--- config.mk ---
export PLATFORM = sky130hd
export DESIGN_NAME = clint_timer
export DESIGN_NICKNAME = d
export VERILOG_FILES = /design/src/rtl/clint_timer.sv
export SDC_FILE = /design/constraint.sdc
export NUM_CORES = 1
export LEC_CHECK = 0
export ABC_AREA = 1
export BUFFER_PORTS_ARGS = -buffer_cell sky130_fd_sc_hd__buf_2
export CORE_MARGIN = 8
export CORE_UTILIZATION = 55
export DETAILED_ROUTE_END_ITERATION = 12
export GPL_TIMING_DRIVEN = 1
export PLACE_DENSITY = 0.76
export SLEW_MARGIN = 15
export SYNTH_ARGS = -nofsm -noshare
export SYNTH_HDL_FRONTEND = slang
export SYNTH_SLANG_ARGS = --single-unit
--- constraint.sdc ---
create_clock -name clk -period 5.4 [get_ports clk]
set_input_delay 0.27 -clock clk [delete_from_list [all_inputs] [get_ports clk]]
set_output_delay 0.27 -clock clk [all_outputs]
set_load 0.05 [all_outputs]
--- src/rtl/clint_timer.sv ---
// Core-local interruptor: 64-bit mtime/mtimecmp with a prescaled tick, a
// single-outstanding req/ack access port and the machine timer interrupt level.
// Optional CLINT_MSIP_EN adds the msip register at offset 0x0000 and msip_o.
`timescale 1ns/1ps
module clint_timer #(
   parameter logic [63:0] BASE_ADDR = 64'h0000_0000_0200_0000,
   parameter int unsigned TICK_DIV  = 1
) (
   input  logic        clk,
   input  logic        rst,
   input  logic        clint_req_i,
   input  logic        clint_we_i,
   input  logic [63:0] clint_addr_i,
   input  logic [63:0] clint_wdata_i,
   input  logic [7:0]  clint_wstrb_i,
   output logic        clint_hit_o,
   output logic        clint_ack_o,
   output logic [63:0] clint_rdata_o,
`ifdef CLINT_MSIP_EN
   output logic        msip_o,
`endif
   output logic        tmr_intr_ena
);

   localparam logic [15:0] DIV_LAST = 16'(TICK_DIV - 1);
   localparam logic [0:0]  ST_IDLE  = 1'b0;
   localparam logic [0:0]  ST_RESP  = 1'b1;

   // Handshake: clint_req_i is held until clint_ack_o; a request seen in IDLE is
   // executed at that edge and acked for exactly one cycle in RESP, where
   // clint_req_i is ignored, so back-to-back accesses are spaced two cycles.
   logic [0:0]  fsm_state;
   logic [15:0] div_cnt;
   logic [63:0] mtime;
   logic [63:0] mtimecmp;
   logic [63:0] rdata_q;
   logic        intr_q;
   logic [63:0] offset;
   logic [12:0] word;
   logic [2:0]  unused_offset_lsb;
   logic [63:0] wmask;
   logic [63:0] rd_mux;
   logic        tick;
   logic        accept;
   logic        wr;
   logic        rd;
   logic        sel_cmp;
   logic        sel_time;

   assign offset            = clint_addr_i - BASE_ADDR;
   assign word              = offset[15:3];
   assign unused_offset_lsb = offset[2:0];
   assign clint_hit_o       = (clint_addr_i >= BASE_ADDR) && (offset[63:16] == 48'd0);

   assign sel_cmp  = clint_hit_o && (word == 13'h0800);
   assign sel_time = clint_hit_o && (word == 13'h17FF);
   assign accept   = (fsm_state == ST_IDLE) && clint_req_i;
   assign wr       = accept && clint_we_i;
   assign rd       = accept && !clint_we_i;
   assign tick     = (div_cnt == DIV_LAST);

`ifdef CLINT_MSIP_EN
   logic msip_q;
   logic sel_msip;
   assign sel_msip = clint_hit_o && (word == 13'h0000);
   assign msip_o   = msip_q;

   always_ff @(posedge clk or negedge rst) begin
      if (!rst) begin
         msip_q <= 1'b0;
      end else if (wr && sel_msip && clint_wstrb_i[0]) begin
         msip_q <= clint_wdata_i[0];
      end
   end
`endif

   always_comb begin
      wmask = 64'd0;
      for (int i = 0; i < 8; i++) begin
         wmask[8*i +: 8] = {8{clint_wstrb_i[i]}};
      end
   end

   always_comb begin
      rd_mux = 64'd0;
      if (sel_cmp) begin
         rd_mux = mtimecmp;
      end else if (sel_time) begin
         rd_mux = mtime;
      end
`ifdef CLINT_MSIP_EN
      else if (sel_msip) begin
         rd_mux = {63'd0, msip_q};
      end
`endif
   end

   always_ff @(posedge clk or negedge rst) begin
      if (!rst) begin
         div_cnt <= 16'd0;
      end else if (tick) begin
         div_cnt <= 16'd0;
      end else begin
         div_cnt <= div_cnt + 16'd1;
      end
   end

   // A software write to mtime wins over the tick in the same cycle.
   always_ff @(posedge clk or negedge rst) begin
      if (!rst) begin
         mtime <= 64'd0;
      end else if (wr && sel_time) begin
         mtime <= (mtime & ~wmask) | (clint_wdata_i & wmask);
      end else if (tick) begin
         mtime <= mtime + 64'd1;
      end
   end

   always_ff @(posedge clk or negedge rst) begin
      if (!rst) begin
         mtimecmp <= '1;
      end else if (wr && sel_cmp) begin
         mtimecmp <= (mtimecmp & ~wmask) | (clint_wdata_i & wmask);
      end
   end

   always_ff @(posedge clk or negedge rst) begin
      if (!rst) begin
         intr_q <= 1'b0;
      end else begin
         intr_q <= (mtime >= mtimecmp);
      end
   end

   always_ff @(posedge clk or negedge rst) begin
      if (!rst) begin
         fsm_state <= ST_IDLE;
         rdata_q   <= 64'd0;
      end else begin
         case (fsm_state)
            ST_IDLE: if (clint_req_i) fsm_state <= ST_RESP;
            default: fsm_state <= ST_IDLE;
         endcase
         rdata_q <= rd ? rd_mux : 64'd0;
      end
   end

   assign clint_ack_o   = (fsm_state == ST_RESP);
   assign clint_rdata_o = rdata_q;
   assign tmr_intr_ena  = intr_q;

endmodule
; Yosys cells after proc, flatten, opt, wreduce, memory -nomap -nowiden
; Cells that the tools add are included.
[totals]
ff_bits = 210
out_inout_bits = 67
[classes]
add_sub_neg = 3
magnitude_cmp = 2
n_eq_ne = 2
n_mux = 8
n_bitwise = 7
n_reduce_logical = 12
[ops]
columns = operator, count
row1 = $mux W64, 5
row2 = $and A64 B64 Y64, 3
row3 = $or A64 B64 Y64, 2
row4 = $add A64 B1 Y64 const B, 1
row5 = $ge A64 B26 Y1 const B, 1
row6 = $ge A64 B64 Y1, 1
row7 = $not A64 Y64, 1
row8 = $sub A64 B26 Y64 const B, 1
row9 = $logic_not A48 Y1, 1
row10 = $add A16 B1 Y16 const B, 1
row11 = $logic_not A16 Y1, 1
row12 = $mux W16, 1
row13 = $eq A13 B12 Y1 const B, 1
row14 = $eq A13 B13 Y1 const B, 1
row15 = $logic_and A1 B1 Y1, 8
row16 = $mux W1, 2
row17 = $reduce_bool A2 Y1, 1
row18 = $logic_not A1 Y1, 1
row19 = $not A1 Y1, 1

; Depth between registers and ports, before layout
; Gate-level depths: netlist (run 1).
[depth]
ltp_word = 7
depth_mapped = 21

; Least setup slack after synthesis (run 1)
; No wires, ideal clock.
[synth_timing]
path_kind = in2out
start = input clint_addr_i[28]
end = output clint_hit_o
t_arrival_ps = 3109
t_required_ps = 5130
slack_ps = 2021
path_stages = 12
cell_sequence = nor2_1 -> nand2_1 -> nor2_2 -> buf_6 -> nand3_1 -> nor2_1 -> nor2_1 -> nor2_1 -> and3_2 -> clkbuf_1 -> buf_1 -> nor3b_1
[synth_via]
elab_chain_cells = 3
elab_cells_between_ends = 4
cone_classes = add/sub: 1 / order compare: 1 / reduce/logical: 2
[synth_lines]
columns = item, line
row1 = from (decl), 13  ; input logic [63:0] clint_addr_i,
row2 = $sub A64 B26 Y64, 50  ; assign offset = clint_addr_i - BASE_ADDR;
row3 = $logic_not A48 Y1, 53  ; assign clint_hit_o = (clint_addr_i >= BASE_ADDR) && (offset[63:16] == 48'd0);
row4 = $logic_and A1 B1 Y1 (*), 53
row5 = to (decl), 16  ; output logic clint_hit_o,
; Mark *: on every way between the ends. The rest lies on a longest branch, timed or not.

==> summary.md, run 1 <==
| Metric | Value |
|---|---|
| Worst Clk Skew | `0.0217 ns` |
| Main area contributors after synthesis | `dfrtp_1, nand2_1, dfstp_2` |
| Detailed Route WL | `50900 µm` |
| Synth area leader | `dfrtp_1` |
| Final instance area | `18900 µm²` |
| CP Launch Type | `flop` |
| Worst Setup End Kind | `flop` |
| Most frequent cell after synthesis | `nand2_1` |
| Critical Path AT | `4.04 ns` |
| Max-slew violation count | `0` |
| Leading cell types by count after synthesis | `nand2_1, inv_1, nor2_1` |
| Max cap viols | `0` |
| Ys async rst share | `100%` |
| Fillers | `2622` |
| Compound-gate portion of the synthesized area | `8.19%` |
| CTS resizes | `0` |
| Synthesized flop and latch total | `210` |
| Core ar. | `28700 µm²` |
| Worst hold stages | `3` |
| Synth Area in Adders | `5.30%` |
| Largest net degree at the start of global routing | `114` |
| Clk slew on worst S/H paths | `0.06 ns` |
| Sequential area share after synthesis | `33.2%` |
| Comb pwr share | `8.0%` |
| Routing usage on met2 | `48.7%` |
| Grt met3 use | `4.46%` |
| Post-synthesis mux area share | `0%` |
| RSZ-0062 raised after global routing | `no` |
| Yosys cell types | `44` |
| Ports | `207` |
| First-pass GRT wire length | `84400 µm` |
| Cell internal pwr | `2.81 mW` |
| Setup tns final | `0 ns` |
| Residual DRC | `0` |
| WS Path Type | `flop to flop` |
| Via count | `16900` |
| Fin. Hold Viols | `0` |
| Post-place setup slack | `1.45 ns` |
| Synthesized area | `16100 µm²` |
| PortBufs | `203` |
| Slew headroom | `33.4%` |
| Clock Latency Late Sink | `0.55 ns` |
| GRT Residual Overflow | `0` |
| Area fraction of the dominant cell type after synthesis | `22.7%` |
| Number of flops mapped to enable cells by yosys | `0` |
| Worst hold path class | `primary input to flop` |
| Syn nets | `2610` |
| Final min period | `3.55 ns` |
| Status | `finished, final reports clean` |
| Psw | `905 µW` |
| Via density | `5.58` |
| Hold Path Sink | `clint_ack_o` |
| Die width | `187 µm` |
| Fmax | `281 MHz` |
| Site Rows | `62` |
| Gpl congestion | `0.939` |
| R2R Setup Slk | `1.85 ns` |
| Met1 Use GR | `36.4%` |
| Syn_area_per_cell | `6.69 µm²` |
| Required time of the critical path | `5.89 ns` |
| Peak supply drop | `0.000230 V` |
| Tot GR Track Use | `28.6%` |
| Root Buffer | `clkbuf_16` |
| DRT antenna net count | `0` |
| Max Buffers Root-to-Sink | `3` |
| Initial DRC count | `1641` |
| Layer carrying the most global-route usage | `met2` |
| Post-DP HPWL | `36500 µm` |
| Worst slew pin tran | `0.998 ns` |
| Cells after Synth | `2402` |
| Post-synthesis simple-gate area fraction | `37.7%` |
| Chip Height | `187 µm` |
| Post-DR wirelength/cell | `16.8 µm` |
| Vias in the first global route | `17000` |
| CTS sink cnt | `210` |
| Fin worst setup slack | `1.85 ns` |
| Initial antenna violation count | `4` |
| Static Leak | `9.58 nW` |
| Ys Warns | `0` |
| Switching Fraction | `24.4%` |
| Post-Synth XOR/XNOR Area | `3.60%` |
| Primary FF master, synth | `dfrtp_1` |
| Layout cells sized above 1 | `16.1%` |
| Power Density | `197 nW/µm²` |
| HP Start | `clint_req_i` |
| Main combinational cell family by area after synthesis | `simple AND/OR/NAND/NOR gates` |
| Iteration count of the initial detailed-routing pass | `6` |
| Syn-to-layout area delta | `17.4%` |
| Cts bufs inserted | `25` |
| Final #Nets | `2823` |
| Utilization after layout | `65.7%` |
| Dpl cell area | `17300 µm²` |
| Max FO, Critical Path | `6` |
| Worst r2r path cells | `16` |
| Hold WS | `0.0904 ns` |
| Fin crit share | `65.8%` |
| Clock share of power | `49.6%` |
| CTS tree | `yes` |
| Flop pwr share | `42.5%` |
| H-tree levels | `1` |
| DIE AREA | `34900 µm²` |
| Final setup viols | `0` |
| Initial Utilization | `56.0%` |
## layer usage
layer | up-vias | share of wire, % | routed length, µm
li1 | 8166 | - | -
met1 | 7946 | 43 | 21700
met2 | 640 | 48 | 24300
met3 | 108 | 6.8 | 3480
met4 | 2 | 2.7 | 1390
met5 | - | 0.026 | 13
## area by class of cell
| class | instances | area (µm²) | share of cell area, % |
|---|---|---|---|
| inverter | 389 | 1460 | 7.74 |
| timing repair buffer | 286 | 1840 | 9.73 |
| clock buffer | 33 | 716 | 3.79 |
| tap | 384 | 480 | 2.55 |
| sequential | 210 | 5340 | 28.3 |
| multi-input combinational | 1703 | 8840 | 46.9 |
| clock inverter | 13 | 186 | 0.988 |
| antenna | 3 | 7.51 | 0.0398 |
## repair_timing
action	4_1_cts	5_1_grt
buffers inserted	0	0
hold buffers	65	0
endpoints found under the hold margin	135	0
## stage by stage
stage               total power [mW]  instances
finish                          3.71       3021
global route                    3.83       3021
CTS                             3.73       3018
detailed placement              1.86       2907
global placement                1.86       2907
floorplan                       1.72       2402
## cell usage in the layout, fill, tap and decap left out, types with 7 or more instances in the layout
cell and instances:
o21ai_2 65, dlygate4sd3_1 65, nand2_1 722, o21ai_0 22
buf_2 202, nor3_1 51, clkbuf_8 7, ha_1 68
nor2_1 247, dfstp_2 64, nor4_1 12, clkbuf_16 25
nand3_2 8, nand3_1 67, a21oi_1 92, inv_1 381
buf_4 16, dfrtp_1 146, inv_2 8, nand4_1 228
xor2_1 65, nand3b_1 8
## how the worst max path moves through the flow
stage | start | endpoint | slack [ns] | cells after the start
floorplan | clint_addr_i[28] | clint_hit_o | 2.02 | 12
global placement | clint_addr_i[30] | flop | 1.47 | 15
detailed placement | clint_addr_i[30] | flop | 1.45 | 15
CTS | flop | flop | 1.93 | 16
global route | flop | flop | 1.54 | 16
finish | flop | flop | 1.85 | 16
## logic make-up after synthesis
| kind of cell | Yosys count |
|---|---|
| fa+ha+maj | 68 |
| buf+inv | 489 |
| flops | 210 |
| xor+xnor | 66 |
| compound gates | 202 |
| simple gates | 1367 |
## worst max-delay path, cell delays in order (launching register included)
cell and delay, ns:
dfrtp_1 0.46, nand3_1 0.16, nor2_1 0.19, nand2_1 0.17, nor3_1 0.33, nand2_1 0.25
nor2_1 0.26, nand2_1 0.19, nor2_1 0.49, nand2_1 0.20, nor2_1 0.22, nand2_1 0.10
xor2_1 0.21, nand2_1 0.08, nand2_1 0.08, nand2_1 0.05, nand2_1 0.06
## power by group through the flow
stage / clock network [mW] / logic [mW] / registers [mW]
after detailed placement: 0 / 0.256 / 1.60
after CTS: 1.86 / 0.295 / 1.58
after global placement: 0 / 0.252 / 1.60
final: 1.84 / 0.296 / 1.58
after global routing: 1.93 / 0.330 / 1.58
after floorplan: 0 / 0.114 / 1.61
No activity file was read; power rests on OpenSTA's default activity.
==> inputs of run 2 (changes only) <==
Settings changed: CORE_UTILIZATION 55 to 54, PLACE_DENSITY 0.76 to 0.78.
Clock period 5.4 ns to 2.93 ns, I/O delays scaled along.
==> run 2 against run 1 <==
  * Final area rose by 5.4%
  * Register-to-register slack got worse by 1.7 ns
  * Setup slack got worse by 1.7 ns
  * Maximum frequency rose by 29%
  * Utilization rose by 1.7 points
  * Highest routed layer is now met4
  * Critical path type unchanged
  * Via count rose by 2.0%
  * Power rose by 85%
  * Global-route usage rose by 0.16 points
==> summary.md, run 2 (same netlist as run 1, synthesis figures left out) <==
| Metric | Value |
|---|---|
| Site Rows | `63` |
| Residual DRC | `0` |
| R2R Setup Slk | `0.17 ns` |
| CP Launch Type | `flop` |
| Fin crit share | `94.2%` |
| Post-Layout Cell Count | `3119` |
| Die width | `188 µm` |
| Ports | `207` |
| Final min period | `2.76 ns` |
| Worst hold path class | `primary input to flop` |
| Worst hold stages | `4` |
| Utilization after layout | `67.5%` |
| Final #Nets | `2916` |
| CTS sink cnt | `210` |
| Initial Utilization | `54.5%` |
| DIE AREA | `35500 µm²` |
| Peak supply drop | `0.000488 V` |
| PortBufs | `203` |
| Tot GR Track Use | `28.7%` |
| Root Buffer | `clkbuf_16` |
| WS Path Type | `flop to flop` |
| Most common cell after layout, fill and taps aside | `nand2_1` |
| Fin. Hold Viols | `0` |
| Grt met3 use | `4.23%` |
| Placed Cells | `3004` |
| Slew headroom | `50.5%` |
| First-pass GRT wire length | `85200 µm` |
| Fmax | `362 MHz` |
| Max cap viols | `0` |
| Initial antenna violation count | `2` |
| Fin worst setup slack | `0.171 ns` |
| Max-slew violation count | `0` |
| Cts bufs inserted | `25` |
| Power Density | `345 nW/µm²` |
| Routing usage on met2 | `49.7%` |
| Total Power | `6.86 mW` |
| Required time of the critical path | `3.36 ns` |
| Iteration count of the initial detailed-routing pass | `5` |
| Max Buffers Root-to-Sink | `3` |
| GRT Residual Overflow | `0` |
| CTS tree | `yes` |
| Static Leak | `10.2 nW` |
| DRT antenna net count | `0` |
| Worst Clk Skew | `0.0129 ns` |
| Initial DRC count | `1428` |
| Post-place setup slack | `0.0246 ns` |
| Layout cells sized above 1 | `19.1%` |
| Status | `finished, final reports clean` |
| Core ar. | `29500 µm²` |
| Worst Setup End Kind | `flop` |
| Vias in the first global route | `17100` |
| Via density | `5.51` |
| Syn-to-layout area delta | `23.8%` |
| Via count | `17200` |
| Worst r2r path cells | `13` |
| Met1 Use GR | `35.0%` |
| Max FO, Critical Path | `5` |
| Post-DR wirelength/cell | `16.8 µm` |
| Most frequent cells in the layout | `nand2_1, inv_1, nor2_1` |
| H-tree levels | `1` |
| Setup tns final | `0 ns` |
| Critical Path AT | `3.19 ns` |
| Slowest cell on crit path | `dfrtp_1` |
| RSZ-0062 raised after global routing | `yes` |
| Chip Height | `188 µm` |
| Worst path max stage delay | `0.45 ns` |
| Largest net degree at the start of global routing | `129` |
| Clock Latency Late Sink | `0.54 ns` |
| Fillers | `2508` |
| Detailed Route WL | `52400 µm` |
| Crit-path cells | `nand2_1, nor3_1, nand2_1, nor4_1, buf_4, nand3_1, nor2_1, nand3_1, xor2_1, nand2_1, nand2_1, nand2_1, nand2_1` |
| Post-DP HPWL | `38200 µm` |
| Gpl congestion | `0.936` |
| Final setup viols | `0` |
| Layer carrying the most global-route usage | `met2` |
| Clk slew on worst S/H paths | `0.06 ns` |
| CP most frequent cell | `nand2_1` |
| Worst slew pin tran | `0.740 ns` |
run 2: cell count changes in the layout (fill, tap and decap cells not counted), sizes merged:
cell / change
buf: +92
clkinvlp: +1
clkbuf: -2
bufinv: +1
dlygate4sd3: +1
diode: -1
run 2: area by class of cell:
| type | count | area [µm²] | share of cell area, % |
|---|---|---|---|
| multi-input cells | 1703 | 8860 | 44.6 |
| flip-flops and latches | 210 | 5340 | 26.8 |
| repair buffers | 379 | 2840 | 14.3 |
| inverters | 389 | 1460 | 7.34 |
| clock buffers | 31 | 688 | 3.46 |
| well taps | 390 | 488 | 2.45 |
| clock inverters | 15 | 213 | 1.07 |
| diodes | 2 | 5.00 | 0.0252 |
run 2: worst min-delay path by stage:
stage / startpoint / slack, ns / endpoint
detailed placement: rst / 0.25 / clint_rdata_o[62]
finish: clint_wstrb_i[0] / 0.07 / flop
global placement: rst / 0.25 / clint_rdata_o[60]
CTS: clint_wstrb_i[0] / 0.05 / flop
floorplan: rst / -0.15 / async pin
global route: clint_wstrb_i[0] / 0.08 / flop
run 2: critical path, delay by kind of cell, from the launching register on:
| family | cells | cell delay [ns] |
|---|---|---|
| xor gates and xnor gates | 1 | 0.17 |
| buffers and inverters | 1 | 0.18 |
| DFF | 1 | 0.45 |
| and+or+nand+nor | 11 | 1.85 |
run 2: timing repair:
| action | in CTS | in global routing |
|---|---|---|
| hold endpoints to repair | 119 | 0 |
| setup endpoints to repair | 0 | 13 |
| buffers inserted | 0 | 1 |
| hold buffers | 66 | 0 |
| gates resized for setup | 0 | 5 |
run 2: report_power, final:
part	internal (mW)	switching [mW]	leakage, nW
registers	2.91	0.00126	2.68
logic	0.209	0.362	7.03
clock network	2.11	1.28	0.442
total	5.22	1.64	10.2
run 2: metrics by stage:
step	cell area, µm²	hold slack, ns
finish	19900	0.0744
floorplan	16100	-0.149
detailed placement	18300	0.255
CTS	19900	0.0484
global route	19900	0.0757
global placement	18300	0.248
run 2: per-layer routing:
| layer | wire length (µm) | part of all wire, % |
|---|---|---|
| met1 | 20800 | 40 |
| met2 | 25600 | 49 |
| met3 | 3500 | 6.7 |
| met4 | 2450 | 4.7 |
| met5 | 0 | 0 |
==> inputs of run 3 (changes only) <==
==> constraint.sdc (replaced) <==
create_clock -name clk -period 2.93 [get_ports clk]
set_input_delay 0.4395 -clock clk [delete_from_list [all_inputs] [get_ports clk]]
set_output_delay 0.4395 -clock clk [all_outputs]
set_load 0.05 [all_outputs]
==> run 3 against run 2 <==
  * Clock-buffer cell count is 3 higher
  * Sequential share of layout area is 0.36 points higher
  * Combinational power is 3% lower
  * Global-route usage is 1.1 points lower
  * Clock skew is 0.0027 ns higher
  * First-iteration DRC count is 3.5% higher
  * Flip-flop and latch count stayed put
  * Wire length is 3.7% lower
  * Highest routed layer unchanged
  * Cell count is 0.77% lower
  * Via count is 0.25% lower
==> summary.md, run 3 (same netlist as run 1, synthesis figures left out) <==
| Metric | Value |
|---|---|
| Status | `finished, final reports clean` |
| Final setup viols | `0` |
| DIE AREA | `35500 µm²` |
| Site Rows | `63` |
| Max FO, Critical Path | `6` |
| Top Layer Used | `met4` |
| Clock Latency Late Sink | `0.53 ns` |
| Most frequent cells in the layout | `nand2_1, inv_1, nor2_1` |
| Static Leak | `10.1 nW` |
| Fin worst setup slack | `0.156 ns` |
| Top cell family by delay on the critical path | `simple AND/OR/NAND/NOR gates` |
| CTS sink cnt | `210` |
| PortBufs | `203` |
| Tot GR Track Use | `27.6%` |
| Multi-input logic area | `9030 µm²` |
| Layout cells sized above 1 | `22.5%` |
| Post-DP HPWL | `37900 µm` |
| Worst path bufs/invs | `5` |
| Fin. Hold Viols | `0` |
| Final instance area | `19600 µm²` |
| Vias in the first global route | `17100` |
| Worst hold path class | `primary input to flop` |
| WS Path Type | `primary input to output pin` |
| Chip Height | `188 µm` |
| DR WL met2 | `24000 µm` |
| Slowest cell on crit path | `nor2_4` |
| Max cap viols | `0` |
| Register area | `5340 µm²` |
| Initial DRC count | `1478` |
| Fillers | `2596` |
| Worst Clk Skew | `0.0156 ns` |
| Via count | `17200` |
| First-pass GRT wire length | `82800 µm` |
| Required time of the critical path | `2.49 ns` |
| Critical Path AT | `2.33 ns` |
| Gpl congestion | `0.938` |
| Syn-to-layout area delta | `22.2%` |
| Die width | `188 µm` |
| GRT Residual Overflow | `0` |
| Detailed Route WL | `50500 µm` |
| Clk slew on worst S/H paths | `0.06 ns` |
| Post-place setup slack | `-0.350 ns` |
| Initial Utilization | `54.5%` |
| Dpl cell area | `18600 µm²` |
| CP Launch Type | `primary input` |
| Worst path max stage delay | `0.21 ns` |
| Max-slew violation count | `0` |
| Ports | `207` |
| Worst Setup End Kind | `output pin` |
| Peak supply drop | `0.000350 V` |
| Residual DRC | `0` |
| Most common cell after layout, fill and taps aside | `nand2_1` |
| Post-DR wirelength/cell | `16.3 µm` |
| Max Buffers Root-to-Sink | `3` |
| WL met1 | `21200 µm` |
| Via density | `5.54` |
| Core ar. | `29500 µm²` |
| Largest net degree at the start of global routing | `75` |
| H-tree levels | `1` |
| Fin crit share | `94.7%` |
| DRT antenna net count | `0` |
| Initial antenna violation count | `2` |
| Final min period | `2.77 ns` |
| Routed wl met3 | `3520 µm` |
| Root Buffer | `clkbuf_16` |
| Fmax | `360 MHz` |
| Iteration count of the initial detailed-routing pass | `6` |
| Final #Nets | `2894` |
| Power Density | `340 nW/µm²` |
| Worst slew pin tran | `0.729 ns` |
| Slew headroom | `51.2%` |
| Crit-path cells | `buf_2, nor2_2, nand2_2, nor2_4, buf_6, buf_4, nand3_1, nand2_1, nand2_1, buf_4, a21oi_1, nand3_2, nor3b_4, buf_6` |
| Cts bufs inserted | `25` |
| CTS tree | `yes` |
==> run 3: changes by cell type in the layout (fill, tap and decap cells not counted), sizes merged <==
cell	previous run	this run
clkbuf	32	35
buf	312	355
bufinv	5	3
dlygate4sd3	66	1
clkinv	7	4
==> run 3: worst register-to-register path: cells and delay by family (launching register included) <==
kind | cells | cell delay, ns
AND/OR/NAND/NOR | 13 | 1.70
adder cells (fa/ha/maj) | 1 | 0.22
flip-flops | 1 | 0.41
buffers and inverters | 1 | 0.14
XOR/XNOR | 1 | 0.17
==> run 3: area by class of cell <==
cell class / count / share of cell area [%]
tap: 390 / 2.49
timing repair buffer: 357 / 12.6
clock inverter: 10 / 0.682
inverter: 389 / 7.44
multi-input combinational: 1703 / 46.0
antenna: 2 / 0.0255
clock buffer: 34 / 3.56
sequential: 210 / 27.2
==> run 3: power by group <==
| group | total (mW) | leakage [nW] | switching (mW) | internal [mW] |
|---|---|---|---|---|
| Clock | 3.21 | 0.406 | 1.28 | 1.93 |
| Sequential | 2.91 | 2.68 | 0.00123 | 2.91 |
| Combinational | 0.554 | 6.97 | 0.366 | 0.188 |
| Total | 6.67 | 10.1 | 1.65 | 5.02 |
==> run 3: final timing paths <==
check,startpoint,to,slack (ns),cells after the start
min reg2reg,flop,flop,0.49,2
max,clint_addr_i[30],clint_hit_o,0.16,14
max reg2reg,flop,flop,0.19,16
min,clint_wdata_i[42],flop,0.12,3
max in group asynchronous,rst,async pin,1.67,3
min in group asynchronous,rst,clint_rdata_o[13],0.46,2
==> run 3: repair_timing <==
| item | CTS | global route |
|---|---|---|
| endpoints found under the setup margin | 1 | 52 |
| buffers inserted | 1 | 5 |
| hold buffers | 1 | 0 |
| gates cloned | 0 | 0 |
| resized for setup | 5 | 60 |
| hold endpoints to repair | 47 | 0 |
| pin swaps | 1 | 15 |
==> run 3: layer usage <==
layer / vias up / global-route usage (%)
met5: - / 0
met4: 0 / 9.53
met3: 138 / 4.51
met2: 671 / 47.3
met1: 8048 / 34.8
li1: 8296 / -
==> run 3: stage by stage <==
step	utilization (%)	setup TNS, ns	power [mW]	hold slack, ns	cells
after floorplan	-	0	3.17	0.144	2402
after global placement	62.9	-22.71	3.48	0.461	3042
after detailed placement	62.9	-30.66	3.49	0.467	3042
after CTS	65.9	0	6.70	0.110	3088
after global routing	66.6	-0.00916	6.89	0.121	3095
final	66.6	0	6.67	0.122	3095
